<file path="config.mk">
export PLATFORM = sky130hd
export DESIGN_NAME = control_unit_flat
export DESIGN_NICKNAME = d
export VERILOG_FILES = /design/src/rtl/control_unit_if.sv /design/src/rtl/control_unit.sv /design/src/flat_wrapper.sv
export SDC_FILE = /design/constraint.sdc
export NUM_CORES = 1
export LEC_CHECK = 0
export ABC_CLOCK_PERIOD_IN_PS = 5100
export BUFFER_PORTS_ARGS = -buffer_cell sky130_fd_sc_hd__buf_4
export CORE_AREA = 2 2 121 123
export DETAILED_ROUTE_END_ITERATION = 10
export DIE_AREA = 0 0 123 125
export PLACE_DENSITY = 0.75
export SLEW_MARGIN = 5
export SYNTH_ARGS = -nofsm -noshare
export SYNTH_HDL_FRONTEND = slang
export SYNTH_SLANG_ARGS = --single-unit
</file>
<file path="constraint.sdc">
create_clock -name cu_clk -period 5.1 [get_ports cu_clk]
set_clock_uncertainty 0.1 [all_clocks]
set_input_delay 0.51 -clock cu_clk [delete_from_list [all_inputs] [get_ports cu_clk]]
set_output_delay 0.51 -clock cu_clk [all_outputs]
set_load 0.02 [all_outputs]
</file>
<file path="src/rtl/control_unit_if.sv">
// Fetch handshake and datapath control bundle between control_unit and the cpu datapath.
interface control_unit_if #(
   parameter int WORDSIZE = 64
);
   logic                cu_im_valid;
   logic [31:0]         cu_im_instr;
   logic                cu_alu_zero;
   logic                cu_im_req;
   logic [WORDSIZE-1:0] cu_pc;
   logic [4:0]          cu_rf_addr_a;
   logic [4:0]          cu_rf_addr_b;
   logic [4:0]          cu_rf_write_addr;
   logic                cu_rf_write_en;
   logic [WORDSIZE-1:0] cu_immediate;
   logic                cu_mux_0_sel;
   logic                cu_mux_1_sel;
   logic                cu_mux_2_sel;
   logic [2:0]          cu_alu_operation;
   logic                cu_dm_write_en;
   logic                cu_illegal;

   modport master (
      input  cu_im_valid, cu_im_instr, cu_alu_zero,
      output cu_im_req, cu_pc, cu_rf_addr_a, cu_rf_addr_b, cu_rf_write_addr,
             cu_rf_write_en, cu_immediate, cu_mux_0_sel, cu_mux_1_sel,
             cu_mux_2_sel, cu_alu_operation, cu_dm_write_en, cu_illegal
   );

   modport slave (
      output cu_im_valid, cu_im_instr, cu_alu_zero,
      input  cu_im_req, cu_pc, cu_rf_addr_a, cu_rf_addr_b, cu_rf_write_addr,
             cu_rf_write_en, cu_immediate, cu_mux_0_sel, cu_mux_1_sel,
             cu_mux_2_sel, cu_alu_operation, cu_dm_write_en, cu_illegal
   );
endinterface

</file>
<file path="src/rtl/control_unit.sv">
// Multi-cycle fetch/decode/sequence control unit for the 64-bit RISC-V datapath.
// Define CU_BRANCH_EN to decode beq/bne; without it opcode 1100011 traps.
module control_unit #(
   parameter int                  WORDSIZE = 64,
   parameter logic [WORDSIZE-1:0] RESET_PC = '0
) (
   input  logic           cu_clk,
   input  logic           cu_rst_n,
   control_unit_if.master bus
);

   typedef enum logic [2:0] {FETCH, DECODE, EXECUTE, MEM, WB, TRAP} state_t;
   typedef enum logic [2:0] {K_R, K_I, K_LOAD, K_STORE, K_BRANCH, K_BAD} kind_t;

   localparam logic [6:0] OP_R      = 7'b0110011;
   localparam logic [6:0] OP_I      = 7'b0010011;
   localparam logic [6:0] OP_LOAD   = 7'b0000011;
   localparam logic [6:0] OP_STORE  = 7'b0100011;
   localparam logic [6:0] OP_BRANCH = 7'b1100011;

   function automatic kind_t classify(input logic [31:0] ins);
      kind_t k;
      k = K_BAD;
      case (ins[6:0])
         OP_R: begin
            if (ins[31:25] == 7'b0000000 && ins[14:12] != 3'b011)
               k = K_R;
            else if (ins[31:25] == 7'b0100000 && ins[14:12] == 3'b000)
               k = K_R;
         end
         OP_I:     if (ins[14:12] inside {3'b000, 3'b010, 3'b100, 3'b110, 3'b111}) k = K_I;
         OP_LOAD:  if (ins[14:12] == 3'b010) k = K_LOAD;
         OP_STORE: if (ins[14:12] == 3'b010) k = K_STORE;
`ifdef CU_BRANCH_EN
         OP_BRANCH: if (ins[14:13] == 2'b00) k = K_BRANCH;
`endif
         default:  k = K_BAD;
      endcase
      return k;
   endfunction

   // R and I share the funct3 map; only R with funct7[5] turns add into sub.
   function automatic logic [2:0] alu_op(input logic [31:0] ins, input kind_t k);
      logic [2:0] op;
      op = 3'd0;
      if (k == K_R || k == K_I) begin
         case (ins[14:12])
            3'b000:  op = (k == K_R && ins[30]) ? 3'd1 : 3'd0;
            3'b111:  op = 3'd2;
            3'b110:  op = 3'd3;
            3'b100:  op = 3'd4;
            3'b001:  op = 3'd5;
            3'b101:  op = 3'd6;
            3'b010:  op = 3'd7;
            default: op = 3'd0;
         endcase
      end else if (k == K_BRANCH) begin
         op = 3'd1;
      end
      return op;
   endfunction

   function automatic logic [WORDSIZE-1:0] imm_of(input logic [31:0] ins, input kind_t k);
      logic [WORDSIZE-1:0] imm;
      case (k)
         K_I, K_LOAD: imm = {{(WORDSIZE-12){ins[31]}}, ins[31:20]};
         K_STORE:     imm = {{(WORDSIZE-12){ins[31]}}, ins[31:25], ins[11:7]};
         K_BRANCH:    imm = {{(WORDSIZE-13){ins[31]}}, ins[31], ins[7], ins[30:25], ins[11:8], 1'b0};
         default:     imm = '0;
      endcase
      return imm;
   endfunction

   state_t              state_reg, state_next;
   logic [31:0]         ir_reg, ir_next;
   logic [WORDSIZE-1:0] pc_reg, pc_next;
   kind_t               kind_cur, kind_next;
   logic                branch_taken;

   logic                im_req_reg, im_req_next;
   logic [4:0]          addr_a_reg, addr_a_next;
   logic [4:0]          addr_b_reg, addr_b_next;
   logic [4:0]          write_addr_reg, write_addr_next;
   logic                rf_we_reg, rf_we_next;
   logic [WORDSIZE-1:0] imm_reg, imm_next;
   logic                mux_1_reg, mux_1_next;
   logic                mux_2_reg, mux_2_next;
   logic [2:0]          alu_op_reg, alu_op_next;
   logic                dm_we_reg, dm_we_next;
   logic                illegal_reg, illegal_next;

`ifdef CU_BRANCH_EN
   // funct3[0] distinguishes bne from beq.
   assign branch_taken = ir_reg[12] ? ~bus.cu_alu_zero : bus.cu_alu_zero;
`else
   logic unused_alu_zero;
   assign unused_alu_zero = bus.cu_alu_zero;
   assign branch_taken    = 1'b0;
`endif

   always_comb begin
      state_next = state_reg;
      ir_next    = ir_reg;
      pc_next    = pc_reg;
      kind_cur   = classify(ir_reg);
      case (state_reg)
         FETCH: begin
            // The handshake completes only once our own request is visible.
            if (im_req_reg && bus.cu_im_valid) begin
               ir_next    = bus.cu_im_instr;
               state_next = DECODE;
            end
         end
         DECODE:  state_next = (kind_cur == K_BAD) ? TRAP : EXECUTE;
         EXECUTE: begin
            case (kind_cur)
               K_LOAD, K_STORE: state_next = MEM;
               K_BRANCH: begin
                  state_next = FETCH;
                  pc_next    = branch_taken ? pc_reg + imm_of(ir_reg, kind_cur)
                                            : pc_reg + WORDSIZE'(4);
               end
               default: state_next = WB;
            endcase
         end
         MEM: begin
            if (kind_cur == K_STORE) begin
               state_next = FETCH;
               pc_next    = pc_reg + WORDSIZE'(4);
            end else begin
               state_next = WB;
            end
         end
         WB: begin
            state_next = FETCH;
            pc_next    = pc_reg + WORDSIZE'(4);
         end
         TRAP:    state_next = TRAP;
         default: state_next = FETCH;
      endcase
   end

   // Outputs are a Moore decode of the upcoming state, registered alongside it.
   always_comb begin
      kind_next       = classify(ir_next);
      im_req_next     = (state_next == FETCH);
      illegal_next    = (state_next == TRAP);
      addr_a_next     = 5'd0;
      addr_b_next     = 5'd0;
      write_addr_next = 5'd0;
      imm_next        = '0;
      rf_we_next      = 1'b0;
      mux_1_next      = 1'b0;
      mux_2_next      = 1'b0;
      alu_op_next     = 3'd0;
      dm_we_next      = 1'b0;
      if (state_next inside {DECODE, EXECUTE, MEM, WB}) begin
         addr_a_next     = ir_next[19:15];
         addr_b_next     = ir_next[24:20];
         write_addr_next = ir_next[11:7];
         imm_next        = imm_of(ir_next, kind_next);
      end
      // ALU inputs stay put through MEM and WB so the result remains valid.
      if (state_next inside {EXECUTE, MEM, WB}) begin
         mux_1_next  = (kind_next == K_R) || (kind_next == K_BRANCH);
         alu_op_next = alu_op(ir_next, kind_next);
      end
      if (state_next == MEM)
         dm_we_next = (kind_next == K_STORE);
      if (state_next == WB) begin
         rf_we_next = (ir_next[11:7] != 5'd0);
         mux_2_next = (kind_next == K_LOAD);
      end
   end

   always_ff @(posedge cu_clk or negedge cu_rst_n) begin
      if (!cu_rst_n) begin
         state_reg      <= FETCH;
         ir_reg         <= '0;
         pc_reg         <= RESET_PC;
         im_req_reg     <= 1'b0;
         addr_a_reg     <= 5'd0;
         addr_b_reg     <= 5'd0;
         write_addr_reg <= 5'd0;
         rf_we_reg      <= 1'b0;
         imm_reg        <= '0;
         mux_1_reg      <= 1'b0;
         mux_2_reg      <= 1'b0;
         alu_op_reg     <= 3'd0;
         dm_we_reg      <= 1'b0;
         illegal_reg    <= 1'b0;
      end else begin
         state_reg      <= state_next;
         ir_reg         <= ir_next;
         pc_reg         <= pc_next;
         im_req_reg     <= im_req_next;
         addr_a_reg     <= addr_a_next;
         addr_b_reg     <= addr_b_next;
         write_addr_reg <= write_addr_next;
         rf_we_reg      <= rf_we_next;
         imm_reg        <= imm_next;
         mux_1_reg      <= mux_1_next;
         mux_2_reg      <= mux_2_next;
         alu_op_reg     <= alu_op_next;
         dm_we_reg      <= dm_we_next;
         illegal_reg    <= illegal_next;
      end
   end

   assign bus.cu_im_req        = im_req_reg;
   assign bus.cu_pc            = pc_reg;
   assign bus.cu_rf_addr_a     = addr_a_reg;
   assign bus.cu_rf_addr_b     = addr_b_reg;
   assign bus.cu_rf_write_addr = write_addr_reg;
   assign bus.cu_rf_write_en   = rf_we_reg;
   assign bus.cu_immediate     = imm_reg;
   // No supported instruction feeds the PC into the ALU.
   assign bus.cu_mux_0_sel     = 1'b0;
   assign bus.cu_mux_1_sel     = mux_1_reg;
   assign bus.cu_mux_2_sel     = mux_2_reg;
   assign bus.cu_alu_operation = alu_op_reg;
   assign bus.cu_dm_write_en   = dm_we_reg;
   assign bus.cu_illegal       = illegal_reg;

endmodule
</file>
<file path="src/flat_wrapper.sv">
// flat-port wrapper written by rule: the top's interface ports become plain ports
module control_unit_flat 
#(
   parameter int                  WORDSIZE = 64,
   parameter logic [WORDSIZE-1:0] RESET_PC = '0
)
  (cu_clk, cu_rst_n, bus_cu_im_valid, bus_cu_im_instr, bus_cu_alu_zero, bus_cu_im_req, bus_cu_pc, bus_cu_rf_addr_a, bus_cu_rf_addr_b, bus_cu_rf_write_addr, bus_cu_rf_write_en, bus_cu_immediate, bus_cu_mux_0_sel, bus_cu_mux_1_sel, bus_cu_mux_2_sel, bus_cu_alu_operation, bus_cu_dm_write_en, bus_cu_illegal);
  control_unit_if #(.WORDSIZE(WORDSIZE)) bus_i ();
  input  logic cu_clk;
  input  logic cu_rst_n;
  input wire logic [$bits(bus_i.cu_im_valid)-1:0] bus_cu_im_valid;
  input wire logic [$bits(bus_i.cu_im_instr)-1:0] bus_cu_im_instr;
  input wire logic [$bits(bus_i.cu_alu_zero)-1:0] bus_cu_alu_zero;
  output wire logic [$bits(bus_i.cu_im_req)-1:0] bus_cu_im_req;
  output wire logic [$bits(bus_i.cu_pc)-1:0] bus_cu_pc;
  output wire logic [$bits(bus_i.cu_rf_addr_a)-1:0] bus_cu_rf_addr_a;
  output wire logic [$bits(bus_i.cu_rf_addr_b)-1:0] bus_cu_rf_addr_b;
  output wire logic [$bits(bus_i.cu_rf_write_addr)-1:0] bus_cu_rf_write_addr;
  output wire logic [$bits(bus_i.cu_rf_write_en)-1:0] bus_cu_rf_write_en;
  output wire logic [$bits(bus_i.cu_immediate)-1:0] bus_cu_immediate;
  output wire logic [$bits(bus_i.cu_mux_0_sel)-1:0] bus_cu_mux_0_sel;
  output wire logic [$bits(bus_i.cu_mux_1_sel)-1:0] bus_cu_mux_1_sel;
  output wire logic [$bits(bus_i.cu_mux_2_sel)-1:0] bus_cu_mux_2_sel;
  output wire logic [$bits(bus_i.cu_alu_operation)-1:0] bus_cu_alu_operation;
  output wire logic [$bits(bus_i.cu_dm_write_en)-1:0] bus_cu_dm_write_en;
  output wire logic [$bits(bus_i.cu_illegal)-1:0] bus_cu_illegal;
  assign bus_i.cu_im_valid = bus_cu_im_valid;
  assign bus_i.cu_im_instr = bus_cu_im_instr;
  assign bus_i.cu_alu_zero = bus_cu_alu_zero;
  assign bus_cu_im_req = bus_i.cu_im_req;
  assign bus_cu_pc = bus_i.cu_pc;
  assign bus_cu_rf_addr_a = bus_i.cu_rf_addr_a;
  assign bus_cu_rf_addr_b = bus_i.cu_rf_addr_b;
  assign bus_cu_rf_write_addr = bus_i.cu_rf_write_addr;
  assign bus_cu_rf_write_en = bus_i.cu_rf_write_en;
  assign bus_cu_immediate = bus_i.cu_immediate;
  assign bus_cu_mux_0_sel = bus_i.cu_mux_0_sel;
  assign bus_cu_mux_1_sel = bus_i.cu_mux_1_sel;
  assign bus_cu_mux_2_sel = bus_i.cu_mux_2_sel;
  assign bus_cu_alu_operation = bus_i.cu_alu_operation;
  assign bus_cu_dm_write_en = bus_i.cu_dm_write_en;
  assign bus_cu_illegal = bus_i.cu_illegal;
  control_unit #(.WORDSIZE(WORDSIZE), .RESET_PC(RESET_PC)) u_core (.cu_clk(cu_clk), .cu_rst_n(cu_rst_n), .bus(bus_i));
endmodule
</file>
==> metrics.md <==
| Metric | Value |
|---|---|
| Comb power frac | 2.2% |
| Total vias in the final route | 4694 |
| Vias in the first global route | 4554 |
| FF-to-FF Start | u_core.state_reg[2]$_DFF_PN0_ |
| Crit Path Category | register to register |
| Nets | 786 |
| Max rail drop VDD | 0.2412 mV |
| Largest register FFs | 62 |
| Yosys top cell area share | 54.01% |
| Hold slack | 0.03952 ns |
| Worst setup startpoint | u_core.state_reg[2]$_DFF_PN0_ |
| Gate Count Post-Synth | 608 |
| Slew @ Worst Pin | 0.8388 ns |
| Pint | 1864 uW |
| Die area | 0.01538 mm^2 |
| Max Root-Sink Buffers | 2 |
| Antenna Cells | 0 |
| First-pass GRT wire length | 23180 um |
| Sequential area share after synthesis | 54.01% |
| Yosys reg bits | 134 |
| Routed WL | 14420 um |
| Synthesized area per cell | 10.21 um^2 |
| Number of max-cap violations | 0 |
| Total GRT Usage | 19.39% |
| Reg area | 0.003353 mm^2 |
| Synth top area cells | dfrtp_1, buf_4, nand2_1, xnor2_1, xor2_1 |
| Final worst slack | 2.368 ns |
| Run status | finished clean |
| Slew Limit Fails | 0 |
| Pwr Density | 291.7 mW/mm^2 |
| Pin count of the biggest net entering global routing | 92 |
| Endpoints failing setup | 0 |
| Sequential Power Share | 45.6% |
| CP startpoint kind | register |
| Leak | 0.004131 uW |
| Multi-input gate area | 0.002340 mm^2 |
| Required @ worst endpoint | 5.30 ns |
| Initial antenna violation count | 0 |
| Final HPWL DP | 10280 um |
| Switching share of total power | 20.08% |
| Clock Sinks | 134 |
| Die Ht | 125 um |
| Drt wl/cell | 15.25 um |
| H-tree Lvls | 4 |
| Root Driver | clkbuf_16 |
| GPL Wtd Cong | 0.8405 |
| Starting density of the core | 43.71% |
| Area leader, netlist | dfrtp_1 |
| 1st-pass router iterations | 4 |
| Initial DRC count | 334 |
| Setup TNS | 0 ns |
| Hold Buf Count CTS | 0 |
| CTS tree | yes |
| Post-layout minimum cycle time | 2.732 ns |
| Max Clock Freq | 366.1 MHz |
| NetSw | 468.1 uW |
| Fillers | 1248 |
| Setup Fix Bufs, Post-CTS | 0 |
| Remaining Overflow, GRT | 0 |
| Slew HR | 44.08% |
| Synth unique cells | 55 |
| Pre-CTS WS | 2.330 ns |
| Core area | 0.01420 mm^2 |
| Element type at the critical path end | register |
| Avg Vias per Cell | 4.967 |
| Post-synth EDFFs | 0 |
| Worst Path Arrival | 2.94 ns |
| I/O pin total | 189 |
| Die outline width | 123 um |
| Ys async rst share | 100.0% |
| Port bufs | 184 |
| DRC viols | 0 |
| Final count of hold timing violations | 0 |
| Synthesized cell area | 0.006208 mm^2 |
| Row count | 44 |
| Unrepaired setup endpoints after global routing | false |
| Gates resized, CTS repair | 0 |
| Min-delay worst type | input pin to asynchronous set/reset pin |
| Synthesis Warnings | 0 |
| Worst-Skew Late Latency | 0.42 ns |
| Num CTS Buffers | 17 |
| Clock network power share | 52.2% |
| Most used DFF post-synth | dfrtp_1 |
| Register clock-pin slew on the reported worst setup and hold paths | 0.05 ns |
| Detail Route Antenna Nets | 0 |
| Tcrit/Tclk final | 53.56% |
| Fraction of layout cells with a size suffix above 1 | 30.09% |
| Layout area overhead | 28.76% |
| Crit path max fanout | 29 |
placed cells by master (no fill, tap or decap), types with 2 or more instances in the layout:
master and count:
inv_1 16, nand3_1 33, nand2b_1 3, or4_1 2
clkbuf_16 17, nor3_1 16, clkinv_2 2, and2_1 7
and4_1 9, a31oi_1 6, dfrtp_1 134, xor2_1 22
mux2i_1 7, a21oi_1 9, buf_4 187, nor2_1 41
o21ai_0 8, or3_1 2, conb_1 3, nand3b_1 2
xnor2_1 40, clkinvlp_4 2, a32oi_1 2, nand4_1 18
a21o_1 2, clkbuf_1 2, mux2_2 3, nand2_1 103
bufinv_16 2, and3_1 12, nor4_1 4, clkbuf_8 5
nor2b_1 12
critical path: stages (launching register included):
cell and delay, ns:
dfrtp_1 0.43, nand3b_1 0.22, nor3_2 0.37, buf_4 0.40
mux2_2 0.39, a311o_1 0.26, a21o_1 0.18, a311oi_1 0.25
logic make-up after synthesis:
family / synth area share [%]
AO/OA/AOI/OAI: 4.374
XOR/XNOR: 8.746
adder cells (fa/ha/maj): 0.2015
multiplexers: 1.673
buffers and inverters: 8.505
other: 0.06040
AND/OR/NAND/NOR: 22.43
flip-flops: 54.01
power groups by stage:
stage | combinational [uW] | sequential, uW | clock, uW
4_1_cts | 53.4 | 1060 | 1240
3_3_place_gp | 52.7 | 1080 | 0
6_report | 51.2 | 1060 | 1220
3_5_place_dp | 53.3 | 1080 | 0
2_1_floorplan | 6.97 | 1080 | 0
5_1_grt | 58.4 | 1060 | 1280
cell usage after synthesis (all sizes together) (8+ instances only):
cell / number
o21ai: 8
a21oi: 9
inv: 16
nor2b: 12
and4: 9
nand4: 18
nor3: 17
xnor2: 40
nand3: 33
xor2: 22
nor2: 41
nand2: 103
buf: 62
dfrtp: 134
and3: 12
worst paths after layout:
path | depth (start not counted) | slack, ns | to
max | 7 | 2.37 | u_core.bus.cu_alu_operation[0]$_DFF_PN0_
min | 1 | 0.04 | u_core.bus.cu_pc[54]$_DFFE_PN0P_
max reg2reg | 7 | 2.37 | u_core.bus.cu_alu_operation[0]$_DFF_PN0_
min reg2reg | 2 | 0.37 | u_core.ir_reg[17]$_DFF_PN0_
max in group asynchronous | 2 | 3.76 | u_core.ir_reg[29]$_DFF_PN0_
min in group cu_clk | 3 | 0.19 | u_core.ir_reg[3]$_DFF_PN0_
per-layer routing:
layer  track usage, %  vias to the layer above  wire length, um
met4            6.083                        0              197
met3            5.748                       18              800
met2            31.17                      126             7081
li1                 -                     2282                -
met1            25.22                     2268             6335
met5                0                        -                0
per-stage QoR:
| stage | cells | power, uW | util [%] | area, um^2 |
|---|---|---|---|---|
| finish | 945 | 2332 | 56.28 | 7994 |
| global route | 945 | 2403 | 56.28 | 7994 |
| CTS | 945 | 2357 | 56.28 | 7994 |
| detailed placement | 914 | 1136 | 52.09 | 7398 |
| global placement | 914 | 1135 | 52.09 | 7398 |
| floorplan | 610 | 1090 | - | 6216 |
cell type report:
cell class | instances | share of cell area (%)
clock buffer | 24 | 6.276
clock inverter | 7 | 1.174
inverter | 16 | 0.7513
multi-input combinational | 392 | 29.27
sequential | 134 | 41.95
tap | 184 | 2.880
timing repair buffer | 188 | 17.70
(Power assumes the default switching activity.)
